### src/rtl/alib_rank_symbol_encoder.sv
// alib_rank_symbol_encoder: maps table ranks of incoming bytes to short/long prefix codes and packs them MSB-first.
// Optional ALIB_RANK_ENC_COUNT_EN adds a saturating symbol counter emitted as a trailer word after each block.
`default_nettype none

module alib_rank_symbol_encoder #(
  parameter int OUT_WIDTH  = 32,
  parameter int SHORT_BITS = 4
) (
  input  logic                 i_clk,
  input  logic                 i_rst,
  input  logic [7:0]           i_data,
  input  logic                 i_data_valid,
  output logic                 o_data_ready,
  input  logic                 i_flush,
  input  logic                 i_rank_done,
  output logic [7:0]           o_query_char,
  input  logic [7:0]           i_query_rank,
  output logic [OUT_WIDTH-1:0] o_word,
  output logic                 o_word_valid,
  input  logic                 i_word_ready,
  output logic [6:0]           o_word_bits,
  output logic                 o_word_last,
  output logic                 o_abort
);

  localparam int         ACC_W     = OUT_WIDTH + 8;
  localparam logic [6:0] OW        = 7'(OUT_WIDTH);
  localparam logic [8:0] SHORT_LIM = 9'(1 << SHORT_BITS);
`ifdef ALIB_RANK_ENC_COUNT_EN
  localparam logic       LAST_ON_PAD = 1'b0;
`else
  localparam logic       LAST_ON_PAD = 1'b1;
`endif

  typedef enum logic [2:0] {
    S_WAIT    = 3'd0,
    S_ACCEPT  = 3'd1,
    S_LOOKUP  = 3'd2,
    S_CAPTURE = 3'd3,
    S_FLUSH   = 3'd4,
    S_TRAILER = 3'd5
  } state_t;

  state_t           state, state_nx;
  logic [ACC_W-1:0] acc, acc_nx, acc_base;
  logic [6:0]       fill, fill_nx, fill_base;
  logic             flush_pending, flush_nx;
  logic [7:0]       query_nx;
  logic             abort_nx;
  logic             drop, full, hs, append;

  logic             short_code;
  logic [8:0]       code9, code_left;
  logic [3:0]       code_len;
  logic [ACC_W-1:0] code_al;

`ifdef ALIB_RANK_ENC_COUNT_EN
  logic [31:0] count, count_nx;
  logic [63:0] count_ext;
  assign count_ext = {32'd0, count};
`endif

  assign drop       = (state != S_WAIT) && !i_rank_done;
  assign full       = (fill >= OW);
  assign short_code = ({1'b0, i_query_rank} < SHORT_LIM);
  // Short codes have a zero prefix and the rank's upper bits are already zero.
  assign code9      = {~short_code, i_query_rank};
  assign code_len   = short_code ? 4'(SHORT_BITS + 1) : 4'd9;
  assign code_left  = code9 << (4'd9 - code_len);
  assign code_al    = {code_left, {(ACC_W-9){1'b0}}};

  always_comb begin
    o_word       = acc[ACC_W-1 -: OUT_WIDTH];
    o_word_valid = 1'b0;
    o_word_bits  = 7'd0;
    o_word_last  = 1'b0;
    o_data_ready = 1'b0;
    state_nx     = state;
    flush_nx     = flush_pending | i_flush;
    query_nx     = o_query_char;
    abort_nx     = 1'b0;
    append       = 1'b0;
`ifdef ALIB_RANK_ENC_COUNT_EN
    count_nx     = count;
`endif

    case (state)
      S_ACCEPT, S_LOOKUP, S_CAPTURE: begin
        if (full) begin
          o_word_valid = 1'b1;
          o_word_bits  = OW;
        end
      end
      S_FLUSH: begin
        o_word_valid = 1'b1;
        if (full) begin
          o_word_bits = OW;
        end else begin
          o_word_bits = fill;
          o_word_last = LAST_ON_PAD;
        end
      end
`ifdef ALIB_RANK_ENC_COUNT_EN
      S_TRAILER: begin
        o_word_valid = 1'b1;
        o_word_bits  = OW;
        o_word_last  = 1'b1;
        o_word       = count_ext[OUT_WIDTH-1:0];
      end
`endif
      default: ;
    endcase

    if (drop) o_word_valid = 1'b0;
    hs = o_word_valid & i_word_ready;

    acc_base  = hs ? (acc << OUT_WIDTH) : acc;
    fill_base = hs ? (full ? fill - OW : 7'd0) : fill;
    acc_nx    = acc_base;
    fill_nx   = fill_base;

    case (state)
      S_WAIT: begin
        if (i_rank_done) state_nx = S_ACCEPT;
      end
      S_ACCEPT: begin
        o_data_ready = !flush_pending;
        if (flush_pending) begin
          state_nx = S_FLUSH;
          flush_nx = i_flush;
        end else if (i_data_valid) begin
          query_nx = i_data;
          state_nx = S_LOOKUP;
        end
      end
      S_LOOKUP: state_nx = S_CAPTURE;
      S_CAPTURE: begin
        // A concurrent word handshake frees room, so the code lands after the shift.
        append = (fill < OW) | hs;
        if (append) begin
          acc_nx       = acc_base | (code_al >> fill_base);
          fill_nx      = fill_base + 7'(code_len);
          o_data_ready = !flush_pending;
`ifdef ALIB_RANK_ENC_COUNT_EN
          if (count != 32'hFFFF_FFFF) count_nx = count + 32'd1;
`endif
          if (o_data_ready && i_data_valid) begin
            query_nx = i_data;
            state_nx = S_LOOKUP;
          end else begin
            state_nx = S_ACCEPT;
          end
        end
      end
      S_FLUSH: begin
        if (hs && !full) begin
          acc_nx  = '0;
          fill_nx = 7'd0;
`ifdef ALIB_RANK_ENC_COUNT_EN
          state_nx = S_TRAILER;
`else
          state_nx = S_ACCEPT;
`endif
        end
      end
`ifdef ALIB_RANK_ENC_COUNT_EN
      S_TRAILER: begin
        if (hs) begin
          count_nx = 32'd0;
          state_nx = S_ACCEPT;
        end
      end
`endif
      default: state_nx = S_WAIT;
    endcase

    if (drop) begin
      o_data_ready = 1'b0;
      state_nx     = S_WAIT;
      acc_nx       = '0;
      fill_nx      = 7'd0;
      flush_nx     = 1'b0;
      abort_nx     = 1'b1;
`ifdef ALIB_RANK_ENC_COUNT_EN
      count_nx     = 32'd0;
`endif
    end
  end

  always_ff @(posedge i_clk or negedge i_rst) begin
    if (!i_rst) begin
      state         <= S_WAIT;
      acc           <= '0;
      fill          <= 7'd0;
      flush_pending <= 1'b0;
      o_query_char  <= 8'd0;
      o_abort       <= 1'b0;
`ifdef ALIB_RANK_ENC_COUNT_EN
      count         <= 32'd0;
`endif
    end else begin
      state         <= state_nx;
      acc           <= acc_nx;
      fill          <= fill_nx;
      flush_pending <= flush_nx;
      o_query_char  <= query_nx;
      o_abort       <= abort_nx;
`ifdef ALIB_RANK_ENC_COUNT_EN
      count         <= count_nx;
`endif
    end
  end

endmodule

`default_nettype wire

### config.mk
export PLATFORM = sky130hd
export DESIGN_NAME = alib_rank_symbol_encoder
export DESIGN_NICKNAME = d
export VERILOG_FILES = /design/src/rtl/alib_rank_symbol_encoder.sv
export SDC_FILE = /design/constraint.sdc
export NUM_CORES = 1
export LEC_CHECK = 0
export BUFFER_PORTS_ARGS = -buffer_cell sky130_fd_sc_hd__buf_2
export CAP_MARGIN = 5
export CORE_ASPECT_RATIO = 0.6
export CORE_MARGIN = 2
export CORE_UTILIZATION = 58
export CTS_BUF_LIST = sky130_fd_sc_hd__clkbuf_4
export CTS_CLUSTER_SIZE = 10
export DETAILED_ROUTE_END_ITERATION = 10
export GPL_ROUTABILITY_DRIVEN = 0
export PLACE_DENSITY_LB_ADDON = 0.12
export SYNTH_ARGS = -nofsm -noshare
export SYNTH_HDL_FRONTEND = slang
export SYNTH_SLANG_ARGS = --single-unit
### constraint.sdc
create_clock -name i_clk -period 3 [get_ports i_clk]
set_input_delay 0.6 -clock i_clk [delete_from_list [all_inputs] [get_ports i_clk]]
set_output_delay 0.6 -clock i_clk [all_outputs]
set_load 0.005 [all_outputs]
======== Yosys cells after proc, flatten, opt, wreduce, memory -nomap -nowiden ========
Cells that the tools add are included.
cells by class
  bitwise logic cells ..................... 5
  multiplexer cells ....................... 40
  add/subtract/negate cells ............... 3
  eq/ne operators ......................... 12
  order comparisons ....................... 3
  shift operators ......................... 2
  reductions and logical operators ........ 12
operators by type and width
  kind                 count
  $mux 40              4
  $pmux 40 s2          1
  $mux 7               6
  $or 40x40->40        1
  $shr 40x7->40        1
  $mux 8               4
  $pmux 7 s2           2
  $mux 3               6
  $pmux 8 s2           1
  $pmux 3 s5           1
  $mux 1               10
  $ne 3x3->1 const B   3
  $shl 9x4->9          1
  $lt 8x5->1 const B   1
  $ne 2x2->1 const B   4
  $add 7x4->7          1
  $ge 7x6->1 const B   1
  $lt 7x6->1 const B   1
  $sub 7x6->7 const B  1
  $eq 3x2->1 const B   2
  $mux 6               1
  $reduce_and 5->1     1
  $mux 4               1
  $ne 4x4->1 const B   1
  15 further kinds     21
word-level totals
  logic and storage cells ................. 83
  output and inout bits ................... 51
  bits of input ports ..................... 22
  register bits ........................... 60

======== Depth between registers and ports, before layout ========
Gate-level depths: netlist of run 1.
  depth after elaboration ................. 11
  mapped depth ............................ 12
  gate-level depth less buffers ........... 10

======== Worst setup path after synthesis of run 1 ========
OpenSTA, ideal clock, no wires.
  path type ............................... in2reg
  start point ............................. input port i_query_rank[6]
  end point ............................... register fill[6]
  slack ................................... 494 ps
  data arrival time ....................... 2380 ps
  path buffers ............................ 2
  stages on the path ...................... 9
  data required time ...................... 2874 ps
  setup time .............................. 126 ps
  cell sequence ........................... buf_2 > or4_1 > buf_2 > clkinv_2 > ha_1 > a21o_1 > a21oi_1 > nor3_1 > o311a_1
between the ends
  cells in the longest elaborated chain, start to end .. 6
RTL lines
  what                  RTL line  text
  start, declared       17        input logic [7:0] i_query_rank,
  $lt 8x5->1            65        assign short_code = ({1'b0, i_query_rank} < SHORT_LIM);
  $mux 4                68        assign code_len = short_code ? 4'(SHORT_BITS + 1) : 4'd9;
  $add 7x4->7           142       fill_nx = fill_base + 7'(code_len);
  $mux 7                140       if (append) begin
  $pmux 7 s2            122       case (state)
  $mux 7                177       if (drop) begin
  named net fill_nx[6]  46        logic [6:0] fill, fill_nx, fill_base;
  end signal, assigned  204       fill <= fill_nx;
  end, declared         46
The timed path passes the listed nets, and every way through them passes these cells.
A chain may end at the register's enable or synchronous reset.

======== Worst setup path in the final report of run 1 ========
  start point ............................. register state[2]
  end point ............................... output port o_word_last
between the ends
  cells in the longest elaborated chain, start to end .. 2
RTL lines
  what                    RTL line  text
  start, declared         44        state_t state, state_nx;
  start signal, assigned  202       state <= state_nx;
  $eq 3x3->1              87        case (state)
  $mux 1                  87
  end, declared           22        output logic o_word_last,
No other way between the ends.

==> results of run 1 <==
## logic make-up after synthesis
kind of cell             after synthesis  synth area share, %
AND/OR/NAND/NOR                      157                 19.7
AO/OA/AOI/OAI                        126                 24.1
buffers and inverters                 73                 10.1
flip-flops                            60                 36.7
multiplexers                          28                 7.28
adder cells (fa/ha/maj)                4                 1.16
XOR/XNOR                               4                0.857
other                                  1               0.0917
## metrics by stage
step                hold slack (ns)  std cells  power (µW)
CTS                          0.0407        595        2330
finish                       0.0484        595        2340
global route                 0.0418        595        2460
global placement              0.472        579        1750
detailed placement            0.474        579        1760
floorplan                     0.304        453        1470
## cell usage after synthesis, types with 7 or more instances
master / count
a32oi_1: 7
a22o_1: 7
nor3_1: 15
nand2b_1: 7
o22ai_1: 8
buf_4: 34
mux2i_1: 14
clkbuf_1: 16
o221ai_1: 9
nand2_1: 45
a21oi_1: 22
o21ai_0: 11
buf_2: 7
dfrtp_1: 60
inv_1: 12
nor2_1: 33
mux2_2: 13
## critical path: stages (launching register included)
cell and delay [ns]:
dfrtp_1 0.59, or3b_1 0.57, buf_4 0.23, nor2_1 0.24, buf_2 0.18
## where the power goes
| group | switching [µW] | total, µW | internal [µW] | leakage [µW] |
|---|---|---|---|---|
| logic | 459 | 793 | 334 | 0.00125 |
| registers | 82.6 | 981 | 898 | 0.000817 |
| clock network | 314 | 568 | 255 | 0.0000712 |
| total | 855 | 2340 | 1490 | 0.00214 |
## sequential cells by signal, indices dropped and copies added, names as in the netlist
| signal | cells |
|---|---|
| flush_pending | 1 |
| acc | 40 |
| fill | 7 |
| o_abort | 1 |
| state | 3 |
| o_query_char | 8 |
## metal layers
layer,vias to the layer above,track usage (%)
met5,-,0
met4,0,7.32
met3,21,13.0
met2,280,42.4
met1,1870,47.2
li1,1766,-
## path summary, 6_finish.rpt
kind	end	start	depth (start not counted)	slack, ns
max reg2reg	acc[30]$_DFF_PN0_	state[2]$_DFFE_PN0P_	6	0.21
max in group asynchronous	acc[15]$_DFF_PN0_	i_rst	2	2.43
min reg2reg	acc[20]$_DFF_PN0_	acc[20]$_DFF_PN0_	2	0.50
min	o_query_char[6]$_DFFE_PN0P_	i_rst	1	0.05
min in group i_clk	o_query_char[4]$_DFFE_PN0P_	i_data[4]	2	0.39
max	o_word_last	state[2]$_DFFE_PN0P_	4	0.16
## final cells by class
class	count	share of cell area, %
Multi-Input combinational cell	320	48.0
Clock inverter	6	1.21
Tap cell	87	2.40
Timing Repair Buffer	96	12.3
Inverter	16	1.35
Clock buffer	10	1.66
Sequential cell	60	33.1
==> results.md, run 1 <==
- Maximum achievable frequency: about 350 MHz
- Final TNS setup: 0 ns
- DRT Pass-1 Iters: 5
- N_diodes: 0
- Clock buffer count from CTS: 9
- Sink count of the clock tree: 60
- Core Region: a little under 0.007 mm²
- Fill cell count: 581
- Number of DRC markers in iteration 0: 416
- Syn Std Cell Area: just over 0.004 mm²
- Horizontal extent of the die: between 100 and 150 µm
- Maximum number of pins on one net before global-route repair: 36
- Count of mapped cells out of synthesis: ~450
- Most used cells in the layout excluding fill and tap cells: buf_2 (71), dfrtp_1 (60), nand2_1 (45)
- Die height: 69.0 µm
- Synth top area cells: dfrtp_1 (37%), buf_4 (6.2%), nand2_1 (4.1%), mux2_2 (3.6%), mux2i_1 (3.4%)
- Number of global-route vias before repair: approximately 3,600
- Skew-Pair Late Insertion Delay: approximately 0.45 ns
- Synthesis Warnings: 0
- Synth area leader: dfrtp_1
- Most common library cell in the layout ignoring fill and taps: buf_2
- Overall fraction of global-route tracks in use: between 30% and 40%
- Synth unique cells: 78
- Initial Util: about three fifths
- Final count of pins violating max slew: 0
- Mean post-synth cell area: roughly 9 µm²
- Combined area of the multi-input logic cells: ~0.0022 mm²
- Clock tree skew after final layout: 0.0218 ns
- Portion of the post-synthesis area used by sequential elements: between 30% and 40%
- Count of maximum capacitance violations: 0
- Final routed DRC violation total: 0
- CTS tree: yes
- Worst-case setup slack after placement: 0.229 ns
- Met2 wire len: 4800 µm
- Metal-1 WL: 5300 µm
- Worst-path fanout max: 14
- Number of H-tree levels: 3
- Type of the tightest min-delay check: primary input to async pin
- Placed Instance Area: 0.00440 mm²
- Vias after detailed routing: 3,937
- Crit share post-route: 94.6%
- Hold buffer count at cts: 0
- Flip-flop and latch area: roughly 0.0015 mm²
- Endpoint class of the critical path: output port
- Post-CTS Setup Bufs: 0
- Final Hold Fails: 0
- Static leakage power: 0.00214 µW
- Wire per inst: between 20 and 25 µm
- Type of the worst setup path: register to output port
- Final setup violation count: 0
- Post-layout minimum cycle time: between 2 and 3 ns
- Drt via density: between 6 and 7
- Number of placement rows: 23
- Power Dens Cells: between 500 and 600 mW/mm²
- Wire length of the first global-routing pass: approximately 19,000 µm
- Boundary Pins: between 70 and 80
- Placed wire-length estimate: about 9100 µm
- Area added between synthesis and finish: 10.9%
- Prevailing post-synth register cell: dfrtp_1
- Worst voltage drop across the vdd grid: around 0.42 mV
- Relative slew slack: between 50% and 60%
- Routed WL: between 10,000 and 15,000 µm
- Count of buffers inserted at the top-level ports: slightly above 70
- Number of gates resized after CTS: 0
- Total Die Area: 0.00776 mm²
- Post-CTS clock slew at the launch and capture registers of the worst setup and hold paths: around 0.10 ns
- Smallest setup slack after layout: between 0.15 and 0.2 ns
- Type of origin of the critical path: register
- Cell area after layout: ~0.0045 mm²
- Proportion of netlist area held by the largest area contributor: 36.7%
- Crit path required time: ~2.4 ns
- Total nets after synthesis: between 400 and 500
- RSZ-0062 raised after global routing: false
- Outcome: complete, no violations
- Critical path arrival: 2.24 ns
- Highest signal layer in the routed design: met4
- Finished Core Util: about two thirds
- Clock tree root buffer cell: clkbuf_4
- Synth Register Bits: 60
- Met3 Wirelength: between 1500 and 2000 µm
- Post-synth EDFFs: 0
- Detail Route Antenna Nets: 0
- Actual slew at the worst max-slew pin: 0.724 ns
- Share of final-layout standard cells stronger than drive strength 1: between 20% and 30%
- Antenna violations before repair: 0
- CTS Buffer Depth: 2
- Total congestion overflow: 0
- Number of nets at the end of the flow: roughly 530
- Post-synthesis async set-or-reset flop share: 100%
No activity file was read; power rests on OpenSTA's default activity.
==> run 2: changes to the inputs <==
Settings changed: CORE_UTILIZATION 58 to 63.
Clock period 3 ns to 3.6 ns, I/O delays scaled along.
==> results.md, run 2 (synthesized netlist as in run 1, its figures left out) <==
- Outcome: complete, no violations
- Antenna violations before repair: 0
- Overall power of the completed layout: between 1500 and 2000 µW
- Most common library cell in the layout ignoring fill and taps: buf_2
- Crit path required time: 3.91 ns
- Final Hold Fails: 0
- Type of the worst setup path: register to register
- Critical path arrival: around 3.4 ns
- N_diodes: 0
- DRT Pass-1 Iters: 5
- Maximum achievable frequency: 319 MHz
- Endpoint class of the critical path: register
- Clock tree skew after final layout: about 0.024 ns
- Core Region: 0.00619 mm²
- Crit share post-route: roughly 87%
- Clock buffer count from CTS: 9
- Number of global-route vias before repair: around 3,700
- Cell area after layout: between 0.004 and 0.005 mm²
- Placed wire-length estimate: 8740 µm
- Worst hold slack: between 0.2 and 0.25 ns
- RSZ-0062 raised after global routing: false
- Detail Route Antenna Nets: 0
- Total congestion overflow: 0
- Worst-path fanout max: 14
- Wire per inst: 21.3 µm
- Cell Count, Final, Fillers Out: approximately 570
- Flip-flop count of the largest register, all copies and words added: 40
- Wire length of the first global-routing pass: just under 20,000 µm
- Number of gates resized after CTS: 0
- Post-CTS Setup Bufs: 0
- Horizontal extent of the die: around 110 µm
- Biggest regs: acc: 40 flops, o_query_char: 8 flops, fill: 7 flops
- Number of nets at the end of the flow: about 510
- Skew-Pair Late Insertion Delay: around 0.44 ns
- Initial Util: approximately 66%
- Count of buffers inserted at the top-level ports: 71
- Type of the tightest min-delay check: primary input to async pin
- Actual slew at the worst max-slew pin: 0.882 ns
- Worst voltage drop across the vdd grid: about 0.31 mV
- Sink count of the clock tree: 60
- Post-CTS clock slew at the launch and capture registers of the worst setup and hold paths: about 0.13 ns
- Routed WL: around 12,000 µm
- Type of origin of the critical path: register
- Number of DRC markers in iteration 0: between 400 and 500
- Overall fraction of global-route tracks in use: a little over a third
- Boundary Pins: 73
- Vias after detailed routing: 3,938
- Most flops, register: acc
- Number of H-tree levels: 3
- Final count of pins violating max slew: 0
- Maximum number of pins on one net before global-route repair: between 40 and 50
- Post-layout minimum cycle time: roughly 3.1 ns
- CTS Buffer Depth: 2
- Placed Cells: approximately 560
- Static leakage power: 0.00204 µW
- Area added between synthesis and finish: 7.07%
- Die height: around 66 µm
- Placed Instance Area: around 0.0042 mm²
- Final setup violation count: 0
- Number of placement rows: 22
- CTS tree: yes
- Count of maximum capacitance violations: 0
- Most used cells in the layout excluding fill and tap cells: buf_2 (71), dfrtp_1 (60), nand2_1 (45)
- Drt via density: a little under 7
- Total Die Area: ~0.007 mm²
- Hold buffer count at cts: 0
- Clock tree root buffer cell: clkbuf_4
- Power Dens Cells: between 400 and 500 mW/mm²
- Final TNS setup: 0 ns
- Relative slew slack: about 40%
- Share of final-layout standard cells stronger than drive strength 1: between 20% and 30%
- Final routed DRC violation total: 0
[run 2: changes by cell type in the layout (fill, tap and decap cells not counted), sizes merged]
cell | before | now
clkinv | 7 | 6
buf | 96 | 77
clkbuf | 10 | 9
clkinvlp | 1 | 2
inv | 13 | 14
[run 2: final timing paths]
kind / from / to / slack, ns / cells after the start
setup / recovery: state[2]$_DFFE_PN0P_ / fill[6]$_DFF_PN0_ / 0.47 / 9
setup reg to reg: state[2]$_DFFE_PN0P_ / fill[6]$_DFF_PN0_ / 0.47 / 9
hold reg to reg: acc[26]$_DFF_PN0_ / acc[26]$_DFF_PN0_ / 0.50 / 2
min in group i_clk: acc[26]$_DFF_PN0_ / acc[26]$_DFF_PN0_ / 0.50 / 2
max in group asynchronous: i_rst / acc[24]$_DFF_PN0_ / 2.46 / 2
hold / removal: i_rst / fill[5]$_DFF_PN0_ / 0.21 / 1
[run 2: power by group]
part | switching [µW] | internal [µW] | leakage (µW)
clock | 289 | 208 | 0.0000674
sequential | 87.2 | 748 | 0.000817
combinational | 363 | 240 | 0.00115
total | 739 | 1200 | 0.00204
[run 2: worst max-delay path, stage by stage, from the launching register on]
cell      delay [ns]
dfrtp_1         0.59
nor3b_2         0.23
buf_4           0.18
nand2_2         0.19
nand2_1         0.38
clkinv_1        0.37
ha_1            0.44
a21oi_1         0.22
nor3_1          0.08
o311a_1         0.32
[run 2: cell type report]
| class | instances | area, µm² |
|---|---|---|
| clock buffer | 9 | 67.6 |
| clock inverter | 7 | 66.3 |
| fill | 489 | 1820 |
| inverter | 16 | 61.3 |
| multi-input combinational | 320 | 2180 |
| sequential | 60 | 1500 |
| tap | 84 | 105 |
| timing repair buffer | 77 | 400 |
[run 2: routing by layer]
layer  share of wire [%]  up-vias  track usage [%]  wire, µm
met3                  14       39             15.1      1750
met2                  39      300             46.9      4720
met5                   0        -                0         0
met4                 2.8        0             13.9       346
li1                    -     1733                -         -
met1                  44     1866             52.4      5400
[run 2: stage by stage]
stage | setup WS [ns] | util (%)
5_1_grt | 0.408 | 70.7
2_1_floorplan | 0.974 | -
3_3_place_gp | 0.503 | 68.5
3_5_place_dp | 0.395 | 68.5
4_1_cts | 0.610 | 70.7
6_report | 0.466 | 70.7
==> run 3: changes to the inputs <==
Settings changed: BUFFER_PORTS_ARGS -buffer_cell sky130_fd_sc_hd__buf_2 to -buffer_cell sky130_fd_sc_hd__buf_4.
==> results.md, run 3 (synthesized netlist as in run 1, its figures left out) <==
- CP startpoint: state[1]$_DFFE_PN0P_
- Sink count of the clock tree: 60
- Critical path arrival: 3.44 ns
- Total congestion overflow: 0
- Overall fraction of global-route tracks in use: about 35%
- Cell Count, Final, Fillers Out: about 570
- Number of global-route vias before repair: roughly 3,600
- Initial Util: approximately two thirds
- Wire length of the first global-routing pass: 18,800 µm
- Final TNS setup: 0 ns
- Final setup violation count: 0
- Met3 track utilization from global routing: between 10% and 20%
- Area added between synthesis and finish: 10.2%
- Clock buffer count from CTS: 9
- Worst-case setup slack after placement: roughly 0.52 ns
- Number of placement rows: 22
- Maximum number of pins on one net before global-route repair: slightly above 60
- Biggest regs: acc: 40 flops, o_query_char: 8 flops, fill: 7 flops
- Most common library cell in the layout ignoring fill and taps: buf_4
- Clock tree skew after final layout: 0.0193 ns
- Skew-Pair Late Insertion Delay: approximately 0.44 ns
- Type of the worst setup path: register to register
- Worst-path fanout max: 16
- Count of maximum capacitance violations: 0
- Maximum achievable frequency: roughly 330 MHz
- Smallest setup slack after layout: between 0.5 and 0.6 ns
- Number of gates resized after CTS: 0
- CTS tree: yes
- Most used cells in the layout excluding fill and tap cells: buf_4 (76), dfrtp_1 (60), nand2_1 (45)
- Crit path required time: 3.96 ns
- RSZ-0062 raised after global routing: false
- Core Region: 0.00619 mm²
- Boundary Pins: 73
- Vias after detailed routing: ~3,900
- Number of nets at the end of the flow: between 500 and 600
- Horizontal extent of the die: around 110 µm
- Placed Cells: 556
- Fraction of met1 tracks used by global routing: 51.9%
- Relative slew slack: approximately two fifths
- Hold buffer count at cts: 0
- Count of buffers inserted at the top-level ports: approximately 70
- Static leakage power: 0.00204 µW
- Wire per inst: between 20 and 25 µm
- Share of final-layout standard cells stronger than drive strength 1: about a quarter
- Worst voltage drop across the vdd grid: approximately 0.4 mV
- Flip-flop count of the largest register, all copies and words added: 40
- Clock tree root buffer cell: clkbuf_4
- Worst r2r src: state[1]$_DFFE_PN0P_
- GRT met2 Usage: between 40% and 50%
- Outcome: complete, no violations
- CTS Buffer Depth: 2
- Post-CTS Setup Bufs: 0
- N_diodes: 0
- Detail Route Antenna Nets: 0
- Type of the tightest min-delay check: primary input to async pin
- Antenna violations before repair: 0
- Number of H-tree levels: 3
- Placed wire-length estimate: 8810 µm
- Post-layout minimum cycle time: 3.08 ns
- Most flops, register: acc
- Drt via density: roughly 7
- Global-route layer with the greatest usage: met1
- Crit share post-route: 85.5%
- Final routed DRC violation total: 0
- Final Hold Fails: 0
- Actual slew at the worst max-slew pin: just under 0.9 ns
- Endpoint class of the critical path: register
- Power Dens Cells: 413 mW/mm²
- Final count of pins violating max slew: 0
- Type of origin of the critical path: register
- Fill cell count: 500
- DRT Pass-1 Iters: 6
- Routed WL: 12,100 µm
- Number of DRC markers in iteration 0: ~860
- Die height: about 66 µm
- Post-CTS clock slew at the launch and capture registers of the worst setup and hold paths: approximately 0.11 ns
- Total Die Area: about 0.0072 mm²
[run 3: cell types whose count changed in the layout (fill, tap and decap cells not counted), sizes merged]
cell,delta
clkbuf,+1
inv,-1
buf,-1
clkinvlp,-1
clkinv,-1
bufinv,-1
[run 3: per-layer routing]
metal / wire, µm / part of all wire [%]
met5: 0 / 0
met3: 1880 / 16
met2: 4710 / 39
met4: 268 / 2.2
met1: 5230 / 43
[run 3: path summary, 6_finish.rpt]
path	end	slack, ns	cells after the start
worst max-delay path	acc[31]$_DFF_PN0_	0.52	7
worst min-delay path	acc[7]$_DFF_PN0_	0.34	1
worst max register to register	acc[31]$_DFF_PN0_	0.52	7
worst min register to register	acc[4]$_DFF_PN0_	0.50	2
max in group asynchronous	acc[25]$_DFF_PN0_	2.74	1
min in group i_clk	acc[4]$_DFF_PN0_	0.50	2
[run 3: layout make-up]
class,count,area [µm²],share of cell area (%)
Sequential cell,60,1500,33.3
Tap cell,84,105,2.33
Clock buffer,10,75.1,1.67
Timing Repair Buffer,76,571,12.7
Inverter,16,61.3,1.36
Clock inverter,3,17.5,0.389
Multi-Input combinational cell,320,2180,48.3
[run 3: stage by stage]
| step | cell area (µm²) | hold WS (ns) | utilization, % | total power, µW |
|---|---|---|---|---|
| after floorplan | 4090 | 0.424 | - | 1230 |
| after global placement | 4410 | 0.473 | 71.3 | 1450 |
| after detailed placement | 4410 | 0.479 | 71.3 | 1470 |
| after CTS | 4510 | 0.365 | 72.8 | 1840 |
| after global routing | 4510 | 0.404 | 72.8 | 1950 |
| final | 4510 | 0.343 | 72.8 | 1860 |
[run 3: power by group]
group / switching [µW] / leakage (µW) / internal (µW) / total, µW
Combinational: 364 / 0.00117 / 281 / 645
Sequential: 89.3 / 0.000817 / 748 / 838
Clock: 243 / 0.0000540 / 136 / 379
Total: 697 / 0.00204 / 1160 / 1860
[run 3: critical path, stage by stage, from the launching register on]
cell      delay [ns]
dfrtp_1         0.63
or3b_1          0.50
nor2_2          0.07
buf_4           0.19
nor3_1          0.47
nor3_1          0.13
o311ai_0        0.77
a22o_1          0.24
